[src/rtl/l2_arbiter_pkg.sv]
// l2_arbiter_pkg: shared types and helpers for the L2 port arbiter
package l2_arbiter_pkg;
    typedef enum logic [1:0] {IDLE, SERVE_I, SERVE_D} arb_state_t;
    typedef enum logic {SRC_I, SRC_D} arb_src_t;
    localparam int ADDR_W = 32;
    localparam int OFS_W = 5;
    function automatic logic [ADDR_W-1:0] line_align(input logic [ADDR_W-1:0] a);
        return {a[ADDR_W-1:OFS_W], {OFS_W{1'b0}}};
    endfunction
endpackage

[src/rtl/l2_arbiter_if.sv]
// l2_arbiter_if: I-cache, D-cache, L2 and counter signals around the arbiter
interface l2_arbiter_if import l2_arbiter_pkg::*; #(
    parameter int S_LINE = 256,
    parameter int CNT_W = 16
);
    logic i_read;
    logic [ADDR_W-1:0] i_addr;
    logic [S_LINE-1:0] i_rdata;
    logic i_resp;
    logic d_read;
    logic d_write;
    logic [ADDR_W-1:0] d_addr;
    logic [S_LINE-1:0] d_wdata;
    logic [S_LINE-1:0] d_rdata;
    logic d_resp;
    logic l2_read;
    logic l2_write;
    logic [ADDR_W-1:0] l2_addr;
    logic [S_LINE-1:0] l2_wdata;
    logic [S_LINE-1:0] l2_rdata;
    logic l2_resp;
    logic [CNT_W-1:0] i_grant_cnt;
    logic [CNT_W-1:0] d_grant_cnt;
    modport master (
        input i_read, i_addr, d_read, d_write, d_addr, d_wdata, l2_rdata, l2_resp,
        output i_rdata, i_resp, d_rdata, d_resp, l2_read, l2_write, l2_addr, l2_wdata,
        output i_grant_cnt, d_grant_cnt
    );
    modport slave (
        output i_read, i_addr, d_read, d_write, d_addr, d_wdata, l2_rdata, l2_resp,
        input i_rdata, i_resp, d_rdata, d_resp, l2_read, l2_write, l2_addr, l2_wdata,
        input i_grant_cnt, d_grant_cnt
    );
endinterface

[src/rtl/l2_arbiter_arb_grant_select.sv]
// arb_grant_select: round-robin pick between I-cache and D-cache requests
module arb_grant_select import l2_arbiter_pkg::*; (
    input logic req_icache_i,
    input logic req_dcache_i,
    input arb_src_t last_grant_i,
    output logic grant_valid_o,
    output arb_src_t grant_src_o
);
    assign grant_valid_o = req_icache_i | req_dcache_i;
    assign grant_src_o = (req_dcache_i && (!req_icache_i || last_grant_i == SRC_I)) ? SRC_D : SRC_I;
endmodule

[src/rtl/l2_arbiter.sv]
// l2_arbiter: shares the L2 line port between I-cache and D-cache miss ports
module l2_arbiter import l2_arbiter_pkg::*; #(
    parameter int S_LINE = 256,
    parameter int CNT_W = 16,
    parameter bit D_FIRST = 1'b1
) (
    input logic clk,
    input logic rst,
    l2_arbiter_if.master bus
);
    arb_state_t state_q;
    arb_src_t last_q;
    logic write_q;
    logic [ADDR_W-1:0] addr_q;
    logic [S_LINE-1:0] wdata_q;
    logic [CNT_W-1:0] i_cnt_q;
    logic [CNT_W-1:0] d_cnt_q;
    logic grant_valid;
    arb_src_t grant_src;
    logic i_done;
    logic d_done;
    arb_grant_select u_sel (
        .req_icache_i (bus.i_read),
        .req_dcache_i (bus.d_read | bus.d_write),
        .last_grant_i (last_q),
        .grant_valid_o(grant_valid),
        .grant_src_o  (grant_src)
    );
    assign i_done = bus.l2_resp && state_q == SERVE_I;
    assign d_done = bus.l2_resp && state_q == SERVE_D;
    // Downstream comes only from captured registers so it is stable for the whole transaction
    always_ff @(posedge clk) begin
        if (rst) begin
            state_q <= IDLE;
            last_q <= D_FIRST ? SRC_I : SRC_D;
            write_q <= 1'b0;
            addr_q <= '0;
            wdata_q <= '0;
            i_cnt_q <= '0;
            d_cnt_q <= '0;
        end else if (state_q == IDLE) begin
            if (grant_valid) begin
                state_q <= grant_src == SRC_D ? SERVE_D : SERVE_I;
                write_q <= grant_src == SRC_D && bus.d_write && !bus.d_read;
                addr_q <= line_align(grant_src == SRC_D ? bus.d_addr : bus.i_addr);
                wdata_q <= grant_src == SRC_D ? bus.d_wdata : '0;
            end
        end else if (bus.l2_resp) begin
            state_q <= IDLE;
            last_q <= state_q == SERVE_D ? SRC_D : SRC_I;
            if (i_done) i_cnt_q <= i_cnt_q + {{(CNT_W-1){1'b0}}, ~&i_cnt_q};
            if (d_done) d_cnt_q <= d_cnt_q + {{(CNT_W-1){1'b0}}, ~&d_cnt_q};
        end
    end
    assign bus.l2_read = state_q != IDLE && !write_q;
    assign bus.l2_write = state_q != IDLE && write_q;
    assign bus.l2_addr = addr_q;
    assign bus.l2_wdata = wdata_q;
    assign bus.i_resp = i_done;
    assign bus.d_resp = d_done;
    assign bus.i_rdata = i_done ? bus.l2_rdata : '0;
    assign bus.d_rdata = d_done ? bus.l2_rdata : '0;
    assign bus.i_grant_cnt = i_cnt_q;
    assign bus.d_grant_cnt = d_cnt_q;
endmodule

[src/flat_wrapper.sv]
// flat-port wrapper written by rule: the top's interface ports become plain ports
module l2_arbiter_flat import l2_arbiter_pkg::*;
#(
    parameter int S_LINE = 256,
    parameter int CNT_W = 16,
    parameter bit D_FIRST = 1'b1
)
  (clk, rst, bus_i_read, bus_i_addr, bus_d_read, bus_d_write, bus_d_addr, bus_d_wdata, bus_l2_rdata, bus_l2_resp, bus_i_rdata, bus_i_resp, bus_d_rdata, bus_d_resp, bus_l2_read, bus_l2_write, bus_l2_addr, bus_l2_wdata, bus_i_grant_cnt, bus_d_grant_cnt);
  l2_arbiter_if #(.S_LINE(S_LINE), .CNT_W(CNT_W)) bus_i ();
  input logic clk;
  input logic rst;
  input wire logic [$bits(bus_i.i_read)-1:0] bus_i_read;
  input wire logic [$bits(bus_i.i_addr)-1:0] bus_i_addr;
  input wire logic [$bits(bus_i.d_read)-1:0] bus_d_read;
  input wire logic [$bits(bus_i.d_write)-1:0] bus_d_write;
  input wire logic [$bits(bus_i.d_addr)-1:0] bus_d_addr;
  input wire logic [$bits(bus_i.d_wdata)-1:0] bus_d_wdata;
  input wire logic [$bits(bus_i.l2_rdata)-1:0] bus_l2_rdata;
  input wire logic [$bits(bus_i.l2_resp)-1:0] bus_l2_resp;
  output wire logic [$bits(bus_i.i_rdata)-1:0] bus_i_rdata;
  output wire logic [$bits(bus_i.i_resp)-1:0] bus_i_resp;
  output wire logic [$bits(bus_i.d_rdata)-1:0] bus_d_rdata;
  output wire logic [$bits(bus_i.d_resp)-1:0] bus_d_resp;
  output wire logic [$bits(bus_i.l2_read)-1:0] bus_l2_read;
  output wire logic [$bits(bus_i.l2_write)-1:0] bus_l2_write;
  output wire logic [$bits(bus_i.l2_addr)-1:0] bus_l2_addr;
  output wire logic [$bits(bus_i.l2_wdata)-1:0] bus_l2_wdata;
  output wire logic [$bits(bus_i.i_grant_cnt)-1:0] bus_i_grant_cnt;
  output wire logic [$bits(bus_i.d_grant_cnt)-1:0] bus_d_grant_cnt;
  assign bus_i.i_read = bus_i_read;
  assign bus_i.i_addr = bus_i_addr;
  assign bus_i.d_read = bus_d_read;
  assign bus_i.d_write = bus_d_write;
  assign bus_i.d_addr = bus_d_addr;
  assign bus_i.d_wdata = bus_d_wdata;
  assign bus_i.l2_rdata = bus_l2_rdata;
  assign bus_i.l2_resp = bus_l2_resp;
  assign bus_i_rdata = bus_i.i_rdata;
  assign bus_i_resp = bus_i.i_resp;
  assign bus_d_rdata = bus_i.d_rdata;
  assign bus_d_resp = bus_i.d_resp;
  assign bus_l2_read = bus_i.l2_read;
  assign bus_l2_write = bus_i.l2_write;
  assign bus_l2_addr = bus_i.l2_addr;
  assign bus_l2_wdata = bus_i.l2_wdata;
  assign bus_i_grant_cnt = bus_i.i_grant_cnt;
  assign bus_d_grant_cnt = bus_i.d_grant_cnt;
  l2_arbiter #(.S_LINE(S_LINE), .CNT_W(CNT_W), .D_FIRST(D_FIRST)) u_core (.clk(clk), .rst(rst), .bus(bus_i));
endmodule
[config.mk]
export PLATFORM = sky130hd
export DESIGN_NAME = l2_arbiter_flat
export DESIGN_NICKNAME = d
export VERILOG_FILES = /design/src/rtl/l2_arbiter_pkg.sv /design/src/rtl/l2_arbiter_if.sv /design/src/rtl/l2_arbiter_arb_grant_select.sv /design/src/rtl/l2_arbiter.sv /design/src/flat_wrapper.sv
export SDC_FILE = /design/constraint.sdc
export NUM_CORES = 1
export LEC_CHECK = 0
export ABC_AREA = 1
export BUFFER_PORTS_ARGS = -buffer_cell sky130_fd_sc_hd__buf_4
export CAP_MARGIN = 0
export CORE_AREA = 2 2 551 553
export DETAILED_ROUTE_END_ITERATION = 6
export DIE_AREA = 0 0 553 555
export PLACE_DENSITY = 0.32
export SKIP_LAST_GASP = 1
export SLEW_MARGIN = 5
export SYNTH_ARGS = -nofsm -noshare
export SYNTH_HDL_FRONTEND = slang
export SYNTH_SLANG_ARGS = --single-unit
[constraint.sdc]
create_clock -name clk -period 2.7 [get_ports clk]
set_clock_uncertainty 0.15 [all_clocks]
set_input_delay 0.54 -clock clk [delete_from_list [all_inputs] [get_ports clk]]
set_output_delay 0.54 -clock clk [all_outputs]
set_load 0.03 [all_outputs]
==> impl_summary.log, run 1 <==
[metrics] first-pass detailed-route iteration total: 6
[metrics] main combinational cell family by area after synthesis: simple AND/OR/NAND/NOR gates
[metrics] area of all sequential standard cells: 0.006391 sq mm
[metrics] family of cells with the greatest summed delay on the critical path: buffers and inverters
[metrics] Worst setup SP type: flip-flop
[metrics] number of library cell types mapped by synthesis: 26
[metrics] vias in the first global route: 24397
[metrics] Worst setup EP type: output port
[metrics] starting density of the core: 5.152%
[metrics] Core Rows: 202
[metrics] number of hold violations in the final report: 0
[metrics] area added between synthesis and finish: 138.0%
[metrics] DR DRC count: 0
[metrics] number of failing setup endpoints in the final timing report: 182
[metrics] first-pass GRT wire length: 313.7 mm
[metrics] clk_lat worst skew: 0.66 ns
[metrics] total of warnings raised by yosys: 0
[metrics] proportion of power drawn by the clock network: 32.5%
[metrics] sequential fraction of design power: 26.1%
[metrics] max-slew violation count: 0
[metrics] sequential element share of the synthesized area: 41.14%
[metrics] power per unit of standard cell area: 566.5 mW/mm^2
[metrics] CP peak stage delay: 0.32 ns
[metrics] cell area reported after detailed placement: 0.03127 sq mm
[metrics] worst-margin pin slew: 0.8133 ns
[metrics] maximum number of pins on one net before global-route repair: 125
[metrics] power dissipated by switching net loads: 8.836 mW
[metrics] least setup slack across all paths after layout: -0.1094 ns
[metrics] average vias per placed instance: 2.988
[metrics] Mapped Area: 0.01552 sq mm
[metrics] Hold Worst Slack: 0.07192 ns
[metrics] multi-input combinational cell area: 0.007645 sq mm
[metrics] required time at the worst-slack endpoint: 2.01 ns
[metrics] Post-Syn Area per Cell: 6.279 sq um
[metrics] Iter 0 DRT Violations: 1428
[metrics] clock transition at the register clock pins on the worst setup and hold paths after CTS: 0.06 ns
[metrics] Die Area: 0.3069 sq mm
[metrics] antenna violations before repair: 204
[metrics] fin crit period: 2.809 ns
[metrics] final period utilization: 104.1%
[metrics] wire per inst: 32.17 microns
[metrics] grt total ovfl: 0
[metrics] adder-cell share of the synthesized area: 0.3224%
[metrics] end-of-flow core utilization: 12.26%
[metrics] maximum clock rate: 355.9 MHz
[metrics] filler-free cell count of the finished design: 8140
[metrics] flip-flop and latch count after synthesis: 319
[metrics] number of clock buffers inserted by TritonCTS: 47
[metrics] setup repair after global routing missed its margin: true
[metrics] via count of the routed design: 24324
[metrics] fraction of layout cells with a size suffix above 1: 41.93%
[metrics] number of buffer and inverter stages on the critical path: 6
[metrics] wire length after detailed routing: 261.9 mm
[metrics] synthesized-area fraction occupied by and/or/nand/nor cells: 35.03%
[metrics] number of filler instances in the final layout: 35186
[metrics] Syn Inst Count: 2472
[metrics] post-route antenna net violation count: 0
[metrics] parity-gate share of the synthesized area counting xor and xnor cells: 0.05642%
[metrics] arrival time worst endpoint: 2.12 ns
[metrics] list of cells traversed by the critical path: buf_6, inv_4, nand3_4, buf_12, buf_16, nor2_1, buf_4, buf_6
[metrics] final-stage net count: 4685
[metrics] crit path max-delay cell type: dfxtp_2
[metrics] Internal Dissipation: 12.09 mW
[metrics] die height: 555 microns
[metrics] violations in the final reports: setup timing
[metrics] sinks on the clock net: 319
[metrics] library cell used as clock root buffer: clkbuf_16
[metrics] worst vdd ir: 0.4007 mV
[metrics] TritonCTS clock tree: yes
[metrics] combinational share of power: 41.3%
[metrics] compound-gate portion of the synthesized area: 10.34%
[metrics] final weighted congestion in routability-driven placement: 0.9443
[metrics] normalized max-slew margin: 45.78%
[metrics] critical path type: flip-flop to output port
[metrics] H-tree depth: 2
[metrics] Leakage: 17.07 nW
[metrics] fraction of synthesized area in multiplexers: 0%
[metrics] post-route cell area: 0.03694 sq mm
[metrics] area of the core region: 0.3013 sq mm
[metrics] maximum count of clock buffers along a single path: 3
[metrics] final total power: 20.93 mW
[metrics] placed cell count: 7767
[metrics] Critical Path Most Common Cell: buf_6
[metrics] port bufs: 1402
[metrics] # Max-Cap Violations: 0
[metrics] top fanout value on the critical path: 13
[metrics] switching part of the total: 42.22%
[metrics] post-placement setup slack: 0.05243 ns
[metrics] die width: 553 microns
[metrics] hold crit path type: input pin to flip-flop
[metrics] post-detailed-placement half-perimeter wirelength: 231.5 mm
[metrics] I/O pin cnt: 1418
[metrics] run status: complete, but fails checks
[metrics] final-layout setup total negative slack: -4.937 ns
[metrics] slack of the worst reg-to-reg path: 0.13 ns
[metrics] overall routing resource usage: 16.34%
kinds of logic (layout without fill, tap and decap cells):
| family | after synthesis | count (layout) |
|---|---|---|
| and+or+nand+nor | 1340 | 1340 |
| buffers and inverters | 489 | 2146 |
| DFF | 319 | 319 |
| AOI/OAI and AO/OA | 318 | 318 |
| adders and majority gates | 4 | 4 |
| other | 1 | 34 |
| xor gates and xnor gates | 1 | 1 |
synthesized netlist by cell type (all sizes together):
cell    number  area share, %
xor2         1          0.056
a21oi      303            9.8
nand2      471             11
nand4        2          0.081
and3         1          0.040
clkbuf      49            1.2
conb         1          0.024
o21bai       1          0.048
inv        296            7.2
nor3         7           0.23
dfxtp      319             41
clkinv       1          0.024
buf        143            4.7
nand3      276            8.9
o21ai       14           0.52
nor3b        1          0.048
nor2       581             14
ha           4           0.32
and2         1          0.040
sequential cells by signal, summed over array words and instances, names as in the netlist:
register	count
u_core.bus.l2_addr	27
u_core.bus.l2_wdata	256
u_core.last_q	1
u_core.bus.d_grant_cnt	16
u_core.write_q	1
u_core.bus.i_grant_cnt	16
u_core.state_q	2
routing by layer:
layer | global-route usage, % | routed length, microns
met1 | 18.65 | 102900
met2 | 26.23 | 117000
met3 | 9.714 | 35660
met4 | 2.966 | 5989
met5 | 0 | 324
power groups by stage:
stage,sequential (mW),combinational [mW],clock (mW)
4_1_cts,5.47,8.76,7.20
2_1_floorplan,6.45,2.59,0
6_report,5.47,8.65,6.81
3_5_place_dp,5.56,8.06,0
5_1_grt,5.53,9.25,7.30
3_3_place_gp,5.56,8.08,0
cell usage in the layout (no fill, tap or decap), types with 5 or more instances in the layout:
cell type,netlist,layout
bufinv_16,0,7
nor3_1,7,7
clkbuf_8,0,7
buf_12,0,29
a21oi_1,303,303
buf_16,0,16
buf_6,0,100
nor2_2,3,51
inv_1,295,292
clkinv_2,0,7
dfxtp_1,319,317
nor2_1,575,477
conb_1,1,5
dlygate4sd3_1,0,225
o21ai_0,13,13
buf_4,7,1381
nand2_1,467,466
clkbuf_1,49,9
diode_2,0,29
nor2_4,3,53
clkbuf_16,0,56
nand3_1,276,275
tightest hold or removal path, cell delays in order:
cell and delay (ns):
buf_4 0.11, nand3_1 0.10, a21oi_1 0.07
layout make-up:
cell class | instances | share of cell area (%)
Antenna cell | 29 | 0.1964
Inverter | 297 | 3.052
Tap cell | 3978 | 13.47
Multi-Input combinational cell | 1668 | 20.69
Clock buffer | 63 | 3.536
Clock inverter | 20 | 0.8264
Sequential cell | 319 | 17.30
Timing Repair Buffer | 1766 | 40.92
worst paths after layout:
| kind | to | cells past startpoint | from |
|---|---|---|---|
| max | bus_d_rdata[166] | 8 | u_core.state_q[0] |
| min | u_core.bus.l2_wdata[219] | 3 | bus_d_wdata[219] |
| max reg2reg | u_core.bus.l2_wdata[165] | 9 | u_core.state_q[1] |
| min reg2reg | u_core.bus.l2_wdata[44] | 2 | u_core.bus.l2_wdata[44] |
repair_timing:
item,4_1_cts,5_1_grt
resized for setup,143,144
endpoints found under the hold margin,227,0
pin swaps,4,0
setup endpoints to repair,496,453
cloned,13,10
setup buffers,13,2
hold buffers,225,0
No activity file was read; power rests on OpenSTA's default activity.
==> run 2, diff against run 1 <==
- SETUP_SLACK_MARGIN: default -> 0.02
==> run 2 against run 1 <==
Worst setup slack better by 0.0068 ns. Largest cell class unchanged. Fmax is 0.24% higher. Count of clock-buffer cells in the layout stayed put. Register-to-register slack got worse by 0.07 ns. Die area unchanged. Sequential power about the same. The run still ends with setup timing left. Critical path depth unchanged. Worst hold slack gained 0.0071 ns. First-iteration DRC count grew 1.8%.
==> impl_summary.log, run 2 (synthesis gave the netlist of run 1 again) <==
[metrics] run status: complete, but fails checks
[metrics] violations in the final reports: setup timing
[metrics] Die Area: 0.3069 sq mm
[metrics] sequential fraction of design power: 26.0%
[metrics] post-detailed-placement half-perimeter wirelength: 231.5 mm
[metrics] cell area reported after detailed placement: 0.03127 sq mm
[metrics] worst-margin pin slew: 0.7775 ns
[metrics] critical path capture point: bus_d_rdata[136]
[metrics] max-slew violation count: 0
[metrics] timing startpoint of the critical path: u_core.state_q[0]
[metrics] final-stage net count: 4690
[metrics] worst flop-to-flop path endpoint: u_core.bus.l2_wdata[165]
[metrics] H-tree depth: 2
[metrics] least setup slack across all paths after layout: -0.1026 ns
[metrics] TritonCTS clock tree: yes
[metrics] Core Rows: 202
[metrics] overall routing resource usage: 16.32%
[metrics] fraction of layout cells with a size suffix above 1: 42.53%
[metrics] final weighted congestion in routability-driven placement: 0.9443
[metrics] number of failing setup endpoints in the final timing report: 169
[metrics] # Max-Cap Violations: 0
[metrics] port bufs: 1402
[metrics] maximum count of clock buffers along a single path: 3
[metrics] critical path type: flip-flop to output port
[metrics] antenna violations before repair: 205
[metrics] commonest non-fill, non-tap cell in the layout: buf_4
[metrics] worst vdd ir: 0.3832 mV
[metrics] top fanout value on the critical path: 16
[metrics] setup repair after global routing missed its margin: true
[metrics] power dissipated by switching net loads: 8.857 mW
[metrics] die height: 555 microns
[metrics] list of cells traversed by the critical path: buf_6, inv_4, nand3_4, buf_12, buf_16, nor2_1, buf_4, buf_6
[metrics] number of clock buffers inserted by TritonCTS: 47
[metrics] Worst setup EP type: output port
[metrics] required time at the worst-slack endpoint: 2.01 ns
[metrics] arrival time worst endpoint: 2.11 ns
[metrics] DR DRC count: 0
[metrics] sinks on the clock net: 319
[metrics] wire length after detailed routing: 262.1 mm
[metrics] starting density of the core: 5.152%
[metrics] wire per inst: 32.17 microns
[metrics] post-route cell area: 0.03739 sq mm
[metrics] crit path max-delay cell type: dfxtp_2
[metrics] Leakage: 17.18 nW
[metrics] I/O pin cnt: 1418
[metrics] post-route antenna net violation count: 0
[metrics] maximum clock rate: 356.8 MHz
[metrics] final period utilization: 103.8%
[metrics] max reg flops: 256
[metrics] Iter 0 DRT Violations: 1454
[metrics] library cell used as clock root buffer: clkbuf_16
[metrics] first-pass GRT wire length: 313.3 mm
[metrics] clock transition at the register clock pins on the worst setup and hold paths after CTS: 0.06 ns
[metrics] startpoint of the worst register-to-register path: u_core.state_q[0]
[metrics] area added between synthesis and finish: 140.9%
[metrics] proportion of power drawn by the clock network: 32.3%
[metrics] CP peak stage delay: 0.32 ns
[metrics] first-pass detailed-route iteration total: 5
[metrics] Worst setup SP type: flip-flop
[metrics] average vias per placed instance: 2.992
[metrics] end-of-flow core utilization: 12.41%
[metrics] vias in the first global route: 24371
[metrics] Critical Path Most Common Cell: buf_6
[metrics] hold crit path type: input pin to flip-flop
[metrics] fin crit period: 2.803 ns
[metrics] Internal Dissipation: 12.15 mW
[metrics] die width: 553 microns
[metrics] maximum number of pins on one net before global-route repair: 125
[metrics] number of hold violations in the final report: 0
[metrics] Reg2Reg Depth: 10
[metrics] power per unit of standard cell area: 561.8 mW/mm^2
[metrics] grt total ovfl: 0
[metrics] area of the core region: 0.3013 sq mm
[metrics] clk_lat worst skew: 0.65 ns
[metrics] slack of the worst reg-to-reg path: 0.06 ns
[metrics] normalized max-slew margin: 48.11%
[metrics] combinational share of power: 41.6%
[metrics] switching part of the total: 42.16%
[metrics] most used cells in the layout excluding fill and tap cells: buf_4 (1354), nand2_1 (466), nor2_1 (455)
[metrics] final total power: 21.01 mW
[metrics] via count of the routed design: 24374
==> run 2: worst min-delay path by stage <==
stage	start	endpoint	slack (ns)	depth (start not counted)
5_1_grt	bus_d_wdata[30]	u_core.bus.l2_wdata[30]	0.04	3
4_1_cts	bus_d_wdata[219]	u_core.bus.l2_wdata[219]	0.0002	3
2_1_floorplan	u_core.write_q	u_core.write_q	0.31	2
3_3_place_gp	u_core.bus.l2_wdata[77]	u_core.bus.l2_wdata[77]	0.30	2
3_5_place_dp	u_core.bus.l2_wdata[87]	u_core.bus.l2_wdata[87]	0.31	2
6_report	bus_d_wdata[161]	u_core.bus.l2_wdata[161]	0.08	3
==> run 2: power groups by stage <==
| stage | Combinational [mW] | Sequential [mW] | Clock [mW] |
|---|---|---|---|
| 2_1_floorplan | 2.59 | 6.45 | 0 |
| 3_3_place_gp | 8.08 | 5.56 | 0 |
| 3_5_place_dp | 8.06 | 5.56 | 0 |
| 4_1_cts | 8.75 | 5.47 | 7.20 |
| 5_1_grt | 9.35 | 5.53 | 7.30 |
| 6_report | 8.75 | 5.47 | 6.79 |
==> run 2: critical path, delay by kind of cell (launching register included) <==
kind                   cells  cell delay, ns
DFF                        1            0.32
buffers and inverters      6            0.86
and+or+nand+nor            2            0.19
==> run 2: layer usage <==
layer | part of all wire [%] | vias up | wire (microns) | track usage, %
met5 | 0.13 | - | 343 | 0
met4 | 2.4 | 50 | 6418 | 2.872
met3 | 13 | 426 | 35010 | 9.583
met2 | 45 | 1499 | 116800 | 26.23
met1 | 40 | 11428 | 103500 | 18.72
li1 | - | 10971 | - | -
==> run 2: cell type report <==
type | count | area [sq um]
Inverter | 297 | 1127
Fill cell | 35140 | 263900
Clock buffer | 63 | 1306
Timing Repair Buffer | 1771 | 15360
Antenna cell | 31 | 77.57
Sequential cell | 319 | 6391
Tap cell | 3978 | 4977
Multi-Input combinational cell | 1668 | 7845
Clock inverter | 20 | 305.3
==> run 2: what timing repair did <==
action / 4_1_cts / 5_1_grt
endpoints found under the setup margin: 503 / 464
hold buffers: 225 / 0
buffers inserted: 13 / 3
hold endpoints to repair: 227 / 0
gates cloned: 12 / 14
resized for setup: 145 / 226
pin swaps: 4 / 1
==> run 2: per-stage QoR <==
| step | setup slack, ns | setup TNS, ns | hold slack (ns) | std cells |
|---|---|---|---|---|
| 6_report | -0.1026 | -4.166 | 0.07901 | 8147 |
| 5_1_grt | -0.1701 | -36.21 | 0.04335 | 8128 |
| 4_1_cts | -0.1467 | -35.65 | 0.0002440 | 8099 |
| 3_5_place_dp | 0.05243 | 0 | 0.3054 | 7767 |
| 3_3_place_gp | 0.01243 | 0 | 0.2993 | 7767 |
| 2_1_floorplan | 0.4791 | 0 | 0.3070 | 2476 |
